===== config.mk =====
export PLATFORM = sky130hd
export DESIGN_NAME = sha256_msg_sched
export DESIGN_NICKNAME = d
export VERILOG_FILES = /design/src/rtl/sha256_pkg.sv /design/src/rtl/sha256_msg_sched.sv
export SDC_FILE = /design/constraint.sdc
export NUM_CORES = 2
export LEC_CHECK = 0
export CORE_MARGIN = 8
export CORE_UTILIZATION = 62
export CTS_CLUSTER_SIZE = 8
export DETAILED_ROUTE_END_ITERATION = 12
export PLACE_DENSITY = 0.88
export SYNTH_ARGS = -nofsm -noshare
export SYNTH_HDL_FRONTEND = slang
export SYNTH_SLANG_ARGS = --single-unit

===== constraint.sdc =====
create_clock -name clk -period 23.2 [get_ports clk]
set_input_delay 4.64 -clock clk [delete_from_list [all_inputs] [get_ports clk]]
set_output_delay 4.64 -clock clk [all_outputs]
set_load 0.005 [all_outputs]

===== src/rtl/sha256_pkg.sv =====
// Shared SHA-256 types and bit-mixing functions used by the message
// schedule and the compression stage.
package sha256_pkg;

   localparam int WORD_W     = 32;
   localparam int NUM_ROUNDS = 64;

   typedef logic [WORD_W-1:0] word_t;
   typedef logic [5:0]        round_t;

   typedef enum logic [1:0] {
      IDLE,
      LOAD,
      RUN
   } sched_state_t;

   function automatic word_t rotr(input word_t x, input int unsigned n);
      return (x >> n) | (x << (WORD_W - n));
   endfunction

   // Lower-case sigmas feed the message schedule.
   function automatic word_t sig0(input word_t x);
      return rotr(x, 7) ^ rotr(x, 18) ^ (x >> 3);
   endfunction

   function automatic word_t sig1(input word_t x);
      return rotr(x, 17) ^ rotr(x, 19) ^ (x >> 10);
   endfunction

   // Upper-case Sigmas feed the compression rounds.
   function automatic word_t big_sig0(input word_t x);
      return rotr(x, 2) ^ rotr(x, 13) ^ rotr(x, 22);
   endfunction

   function automatic word_t big_sig1(input word_t x);
      return rotr(x, 6) ^ rotr(x, 11) ^ rotr(x, 25);
   endfunction

endpackage


===== src/rtl/sha256_msg_sched.sv =====
// SHA-256 message schedule: loads 16 words, then emits W[0..63] one per step
// from a 16-word sliding window, computing W[t+16] as the window advances.
module sha256_msg_sched
   import sha256_pkg::*;
#(
   parameter int WORD_W     = 32,
   parameter int NUM_ROUNDS = sha256_pkg::NUM_ROUNDS
) (
   input  logic              clk,
   input  logic              reset,
   input  logic              in_valid,
   output logic              in_ready,
   input  logic [WORD_W-1:0] in_word,
   input  logic              step,
   output logic              w_valid,
   output logic [WORD_W-1:0] w_t,
   output logic [5:0]        rnd,
   output logic              done
);

   sched_state_t state_q, state_d;
   word_t        win_q [16];
   word_t        win_d [16];
   logic [3:0]   cnt_q, cnt_d;
   round_t       rnd_q, rnd_d;
   logic         done_q, done_d;
   logic         accept;
   logic         last_round;
   word_t        next_w;

   assign in_ready   = (state_q != RUN);
   assign accept     = in_valid && in_ready;
   assign last_round = (rnd_q == round_t'(NUM_ROUNDS - 1));
   assign next_w     = sig1(win_q[14]) + win_q[9] + sig0(win_q[1]) + win_q[0];

   always_comb begin
      // NOTE: every _d gets a default before the case, so no path can leave one unassigned and infer a latch.
      state_d = state_q;
      win_d   = win_q;
      cnt_d   = cnt_q;
      rnd_d   = rnd_q;
      done_d  = 1'b0;

      case (state_q)
         IDLE, LOAD: begin
            if (accept) begin
               for (int i = 0; i < 15; i++) win_d[i] = win_q[i+1];
               win_d[15] = in_word;
               cnt_d     = cnt_q + 4'd1;
               if (cnt_q == 4'd15) begin
                  state_d = RUN;
                  rnd_d   = '0;
               end else begin
                  state_d = LOAD;
               end
            end
         end
         RUN: begin
            if (step) begin
               for (int i = 0; i < 15; i++) win_d[i] = win_q[i+1];
               win_d[15] = next_w;
               rnd_d     = rnd_q + 6'd1;
               if (last_round) begin
                  state_d = IDLE;
                  done_d  = 1'b1;
               end
            end
         end
         default: state_d = IDLE;
      endcase
   end

   always_ff @(posedge clk or posedge reset) begin
      if (reset) begin
         state_q <= IDLE;
         cnt_q   <= '0;
         rnd_q   <= '0;
         done_q  <= 1'b0;
         // NOTE: the window is 16 plain flops, not a RAM, and is cleared so w_t reads 0 straight out of reset.
         for (int i = 0; i < 16; i++) win_q[i] <= '0;
      end else begin
         // NOTE: non-blocking so every flop samples pre-edge values and the window shift cannot ripple.
         state_q <= state_d;
         cnt_q   <= cnt_d;
         rnd_q   <= rnd_d;
         done_q  <= done_d;
         win_q   <= win_d;
      end
   end

   assign w_valid = (state_q == RUN);
   assign w_t     = (state_q == RUN) ? win_q[0] : '0;
   assign rnd     = rnd_q;
   assign done    = done_q;

endmodule

Word-level counts from Yosys, hierarchy flattened --
Index checks and enable logic that the tools add are counted.
Storage, ports and cells: input bits 36, bits in registers 525
Operators by class: bitwise gates (word level) 8, $add $sub $neg 5, reductions and logical operators 8, equality and inequality tests 9, multiplexer cells 16
Operators with widths (count):
- 512-bit two-way mux | 2
- 512-bit one-hot mux with 2 select lines | 1
- 32-bit adder | 3
- 32-bit XOR | 2
- 32-bit two-way mux | 1
- 13-bit by 32-bit OR with 32-bit output | 1
- 14-bit by 32-bit OR with 32-bit output | 1
- 15-bit by 32-bit OR with 32-bit output | 1
- 25-bit by 32-bit OR with 32-bit output | 1
- 32-bit by 22-bit XOR with 32-bit output | 1
- 32-bit by 29-bit XOR with 32-bit output | 1
- 6-bit two-way mux | 3
- 6-bit one-hot mux with 2 select lines | 1
- 2-bit two-way mux | 4
- 2-bit inequality test (second input constant) | 4
- 6-bit by 1-bit adder with 6-bit output (second input constant) | 1
- 6-bit equality test (second input constant) | 1
- 3-bit AND reduction | 2
- 4-bit by 1-bit adder with 4-bit output (second input constant) | 1
- 4-bit equality test (second input constant) | 1
- 2-bit one-hot mux with 2 select lines | 1
- 4-bit AND reduction | 1
- 1-bit two-way mux | 3
- 2-bit by 1-bit equality test with 1-bit output (second input constant) | 1
- 7 further kinds | 7

Longest topological paths before layout --
word-level depth 8, mapped depth 17

Worst setup path after synthesis --
No wires, ideal clock.
path type register to output, start point register state_q[1], end point output w_t[10], data required time 18560 ps, cell stages (with the launch flop) 6, arrival 1266 ps, path slack 17294 ps, path through dfrtp_1 nand2b_1 buf_2 buf_1 buf_1 nor2_1
On the way: longest elaborated chain between the ends 2
Ends and longest elaborated chain:
- start, declared | line sha256_msg_sched.sv:21 | sched_state_t state_q, state_d;
- start signal, assigned | line sha256_msg_sched.sv:83 | state_q <= state_d;
- 2-bit equality test | line sha256_msg_sched.sv:92 | assign w_t = (state_q == RUN) ? win_q[0] : '0;
- 32-bit two-way mux | line sha256_msg_sched.sv:92
- end, declared | line sha256_msg_sched.sv:16 | output logic [WORD_W-1:0] w_t,
No other way between the ends.

Worst setup path after layout --
start point input in_valid, end point register win_q[232] (netlist bit)
On the way: longest elaborated chain between the ends 3
Ends and longest elaborated chain:
- start, declared | line sha256_msg_sched.sv:11 | input logic in_valid,
- 1-bit logical AND | line sha256_msg_sched.sv:32 | assign accept = in_valid && in_ready;
- 2-bit inequality test (no source line)
- 3-bit AND reduction (no source line)
- end signal, assigned | line sha256_msg_sched.sv:87 | win_q <= win_d;
- end, declared | line sha256_msg_sched.sv:22 | word_t win_q [16];
No other way between the ends. A chain may end at the register's enable or synchronous reset.

==> flow_metrics.env <==
export IMPL_status="complete, no violations"
export IMPL_syn_area_per_cell_um2=8.791
export IMPL_synth_seq_cells=525
export IMPL_nNetsFinal=2892
export IMPL_drt_wl_total_um=63910
export IMPL_cts_tree="yes"
export IMPL_detail_route_wl_per_cell_um=19.45
export IMPL_async_flop_share_pct=100.0
export IMPL_htree_levels=3
export IMPL_drv_slew=0
export IMPL_worstSkewPairLatency_ns=0.61
export IMPL_root_buffer="clkbuf_16"
export IMPL_clk_path_buf_depth=3
export IMPL_cp_start_kind="primary input"
export IMPL_yosysWarnings=0
export IMPL_cp_arrival_ns=9.29
export IMPL_grt_first_pass_wirelength_um=101800
export IMPL_cts_made_buffers=75
export IMPL_endpoint_kind="register"
export IMPL_seq_area_frac_synth_pct=54.11
export IMPL_yosysTopAreaCell="dfrtp_1"
export IMPL_synth_area_leaders="dfrtp_1 (54%), nand2_1 (20%), fa_1 (5.1%), xnor2_1 (3.2%), o21ai_0 (2.5%)"
export IMPL_cts_setup_buffers=0
export IMPL_clkSlewWorstSetupHoldPaths_ns=0.05
export IMPL_synth_edf_count=0
export IMPL_rsz0062_at_grt="no"
export IMPL_drcViolationCount=0
export IMPL_antenna_found_initial=0
export IMPL_syn2layout_area_growth_pct=12.05
export IMPL_clock_sinks=525
export IMPL_die_h_um=213.9
export IMPL_setup_viol=0
export IMPL_cts_hold_buf=0
export IMPL_initial_core_util_pct=62.82
export IMPL_yosys_area_top_type_share_pct=54.11
export IMPL_die_area_mm2=0.04575
export IMPL_crit_fanout=115
export IMPL_antenna_left=0
export IMPL_fin_skew_ns=0.03039
export IMPL_cts_repair_resized=0
export IMPL_routabilityCongestion=0.9283
export IMPL_worst_slew_pin_slew_ns=1.146
export IMPL_port_buffers=76
export IMPL_fill_cells=2758
export IMPL_fin_crit_ns=8.788
export IMPL_slowest_stage="buf_4"
export IMPL_finalSetupTns_ns=0
export IMPL_ioPinCount=77
export IMPL_place_hpwl_um=41660
export IMPL_fmax_mhz=113.8
export IMPL_critPathKind="primary input to register"
export IMPL_dr_pass1_iters=5
export IMPL_crit_path_frequent_cell="buf_4"
export IMPL_drive_gt1_share_pct=4.046
export IMPL_slew_headroom_pct=23.61
export IMPL_path_cells="clkdlybuf4s50_1 > nor2b_1 > buf_4 > nor2_4 > buf_4 > buf_4 > buf_4 > buf_4 > nand2_1 > o21ai_0"
export IMPL_die_w_um=213.9
export IMPL_holdWs_ns=0.4600
export IMPL_ys_flop_type="dfrtp_1"
export IMPL_drv_cap=0
export IMPL_syn_cell_area_mm2=0.02428
export IMPL_antennaDiodeCount=0
export IMPL_via_per_inst=5.625
export IMPL_design_core_area_mm2=0.03865
export IMPL_ys_types=55
export IMPL_postSynthCellCount=2762
export IMPL_hold_class="register to register"
export IMPL_grt_max_degree=271
export IMPL_first_iter_violations=1842
export IMPL_vias=18480
export IMPL_critPathRequiredTime_ns=23.70
export IMPL_grt_pass1_vias=18530
export IMPL_synth_nets=2893
export IMPL_grt_overflow_total=0
export IMPL_rows=72
export IMPL_globalRouteTotalUtil_pct=29.01
export IMPL_cp_slowest_stage_delay_ns=0.94
export IMPL_fin_crit_sh_pct=37.88
export IMPL_hold_viol=0
-- worst max-delay path: cells and delay by family --
kind	cells	cell delay, ns
AND/OR/NAND/NOR	3	0.42
AO/OA/AOI/OAI	1	0.10
buffers and inverters	6	3.94
-- synthesized netlist by cell type (16+ instances only) --
library cell,instances
clkbuf_1,140
and3_1,16
dfrtp_1,525
buf_2,16
xor2_1,61
nand2_1,1313
fa_1,62
ha_1,33
nor2_1,67
o21ai_0,121
inv_1,127
xnor2_1,88
a21oi_1,53
-- path summary, 6_finish.rpt --
kind                            cells past startpoint                     end  slack [ns]                   start
worst max-delay path                               10  win_q[232]$_DFFE_PP0P_       14.41                in_valid
worst min-delay path                                2  win_q[394]$_DFFE_PP0P_        0.46  win_q[394]$_DFFE_PP0P_
worst max register to register                     10  win_q[232]$_DFFE_PP0P_       17.74  state_q[1]$_DFFE_PP0P_
worst min register to register                      2  win_q[394]$_DFFE_PP0P_        0.46  win_q[394]$_DFFE_PP0P_
max in group asynchronous                           3  win_q[346]$_DFFE_PP0P_       16.87                   reset
min in group asynchronous                           2  win_q[350]$_DFFE_PP0P_        4.64                   reset
-- flip-flops by register name (all words and copies together) (netlist names) --
name / count
win_q: 512
rnd: 6
cnt_q: 4
state_q: 2
done: 1
-- metrics by stage --
| stage | area (µm²) | instances | util (%) | setup WS [ns] |
|---|---|---|---|---|
| after floorplan | 24280 | 2762 | - | 3.892 |
| after global placement | 25190 | 3202 | 65.19 | 13.97 |
| after detailed placement | 25190 | 3202 | 65.19 | 13.87 |
| after CTS | 27210 | 3286 | 70.40 | 14.48 |
| after global routing | 27210 | 3286 | 70.40 | 14.00 |
| final | 27210 | 3286 | 70.40 | 14.41 |
-- placed cells by master, fill, tap and decap left out, drive strengths merged, types with 7 or more instances in the layout --
cell type	Yosys	routed
nand2	1313	1313
dfrtp	525	525
inv	128	131
o21ai	124	124
xnor2	88	88
clkbuf	140	77
clkdlybuf4s50	0	76
nor2	67	67
fa	62	62
xor2	61	61
a21oi	55	55
ha	33	33
and3	16	16
buf	28	14
nand3	11	11
nor3	11	11
nand4	10	10
a21o	9	9
a31oi	8	8
and2	7	7
-- layout make-up --
cell class | instances | area (µm²) | area share [%]
multi-input combinational | 1941 | 10030 | 36.86
tap | 518 | 648.1 | 2.382
timing repair buffer | 90 | 890.9 | 3.274
clock inverter | 7 | 118.9 | 0.4369
inverter | 128 | 488.0 | 1.794
clock buffer | 77 | 1894 | 6.963
sequential | 525 | 13140 | 48.29
-- layer usage --
metal	part of all wire [%]	wire (µm)	global-route usage, %
met1	41	26480	39.02
met2	48	30720	46.62
met3	6.4	4096	5.174
met4	4.1	2610	11.89
met5	0	0	0
-- logic make-up (layout without fill, tap and decap cells) --
logic type               Yosys count  in the layout  synth area share [%]
adder cells (fa/ha/maj)           95             95                 6.813
AO/OA/AOI/OAI                    239            239                 5.679
multiplexers                       5              5                0.2113
XOR/XNOR                         149            149                 5.375
buffers and inverters            296            302                 4.659
flip-flops                       525            525                 54.11
AND/OR/NAND/NOR                 1453           1453                 23.15
Power is left out: the tool's default activity adds up to more than one toggle a clock period on the data nets, which glitch-free logic cannot reach.
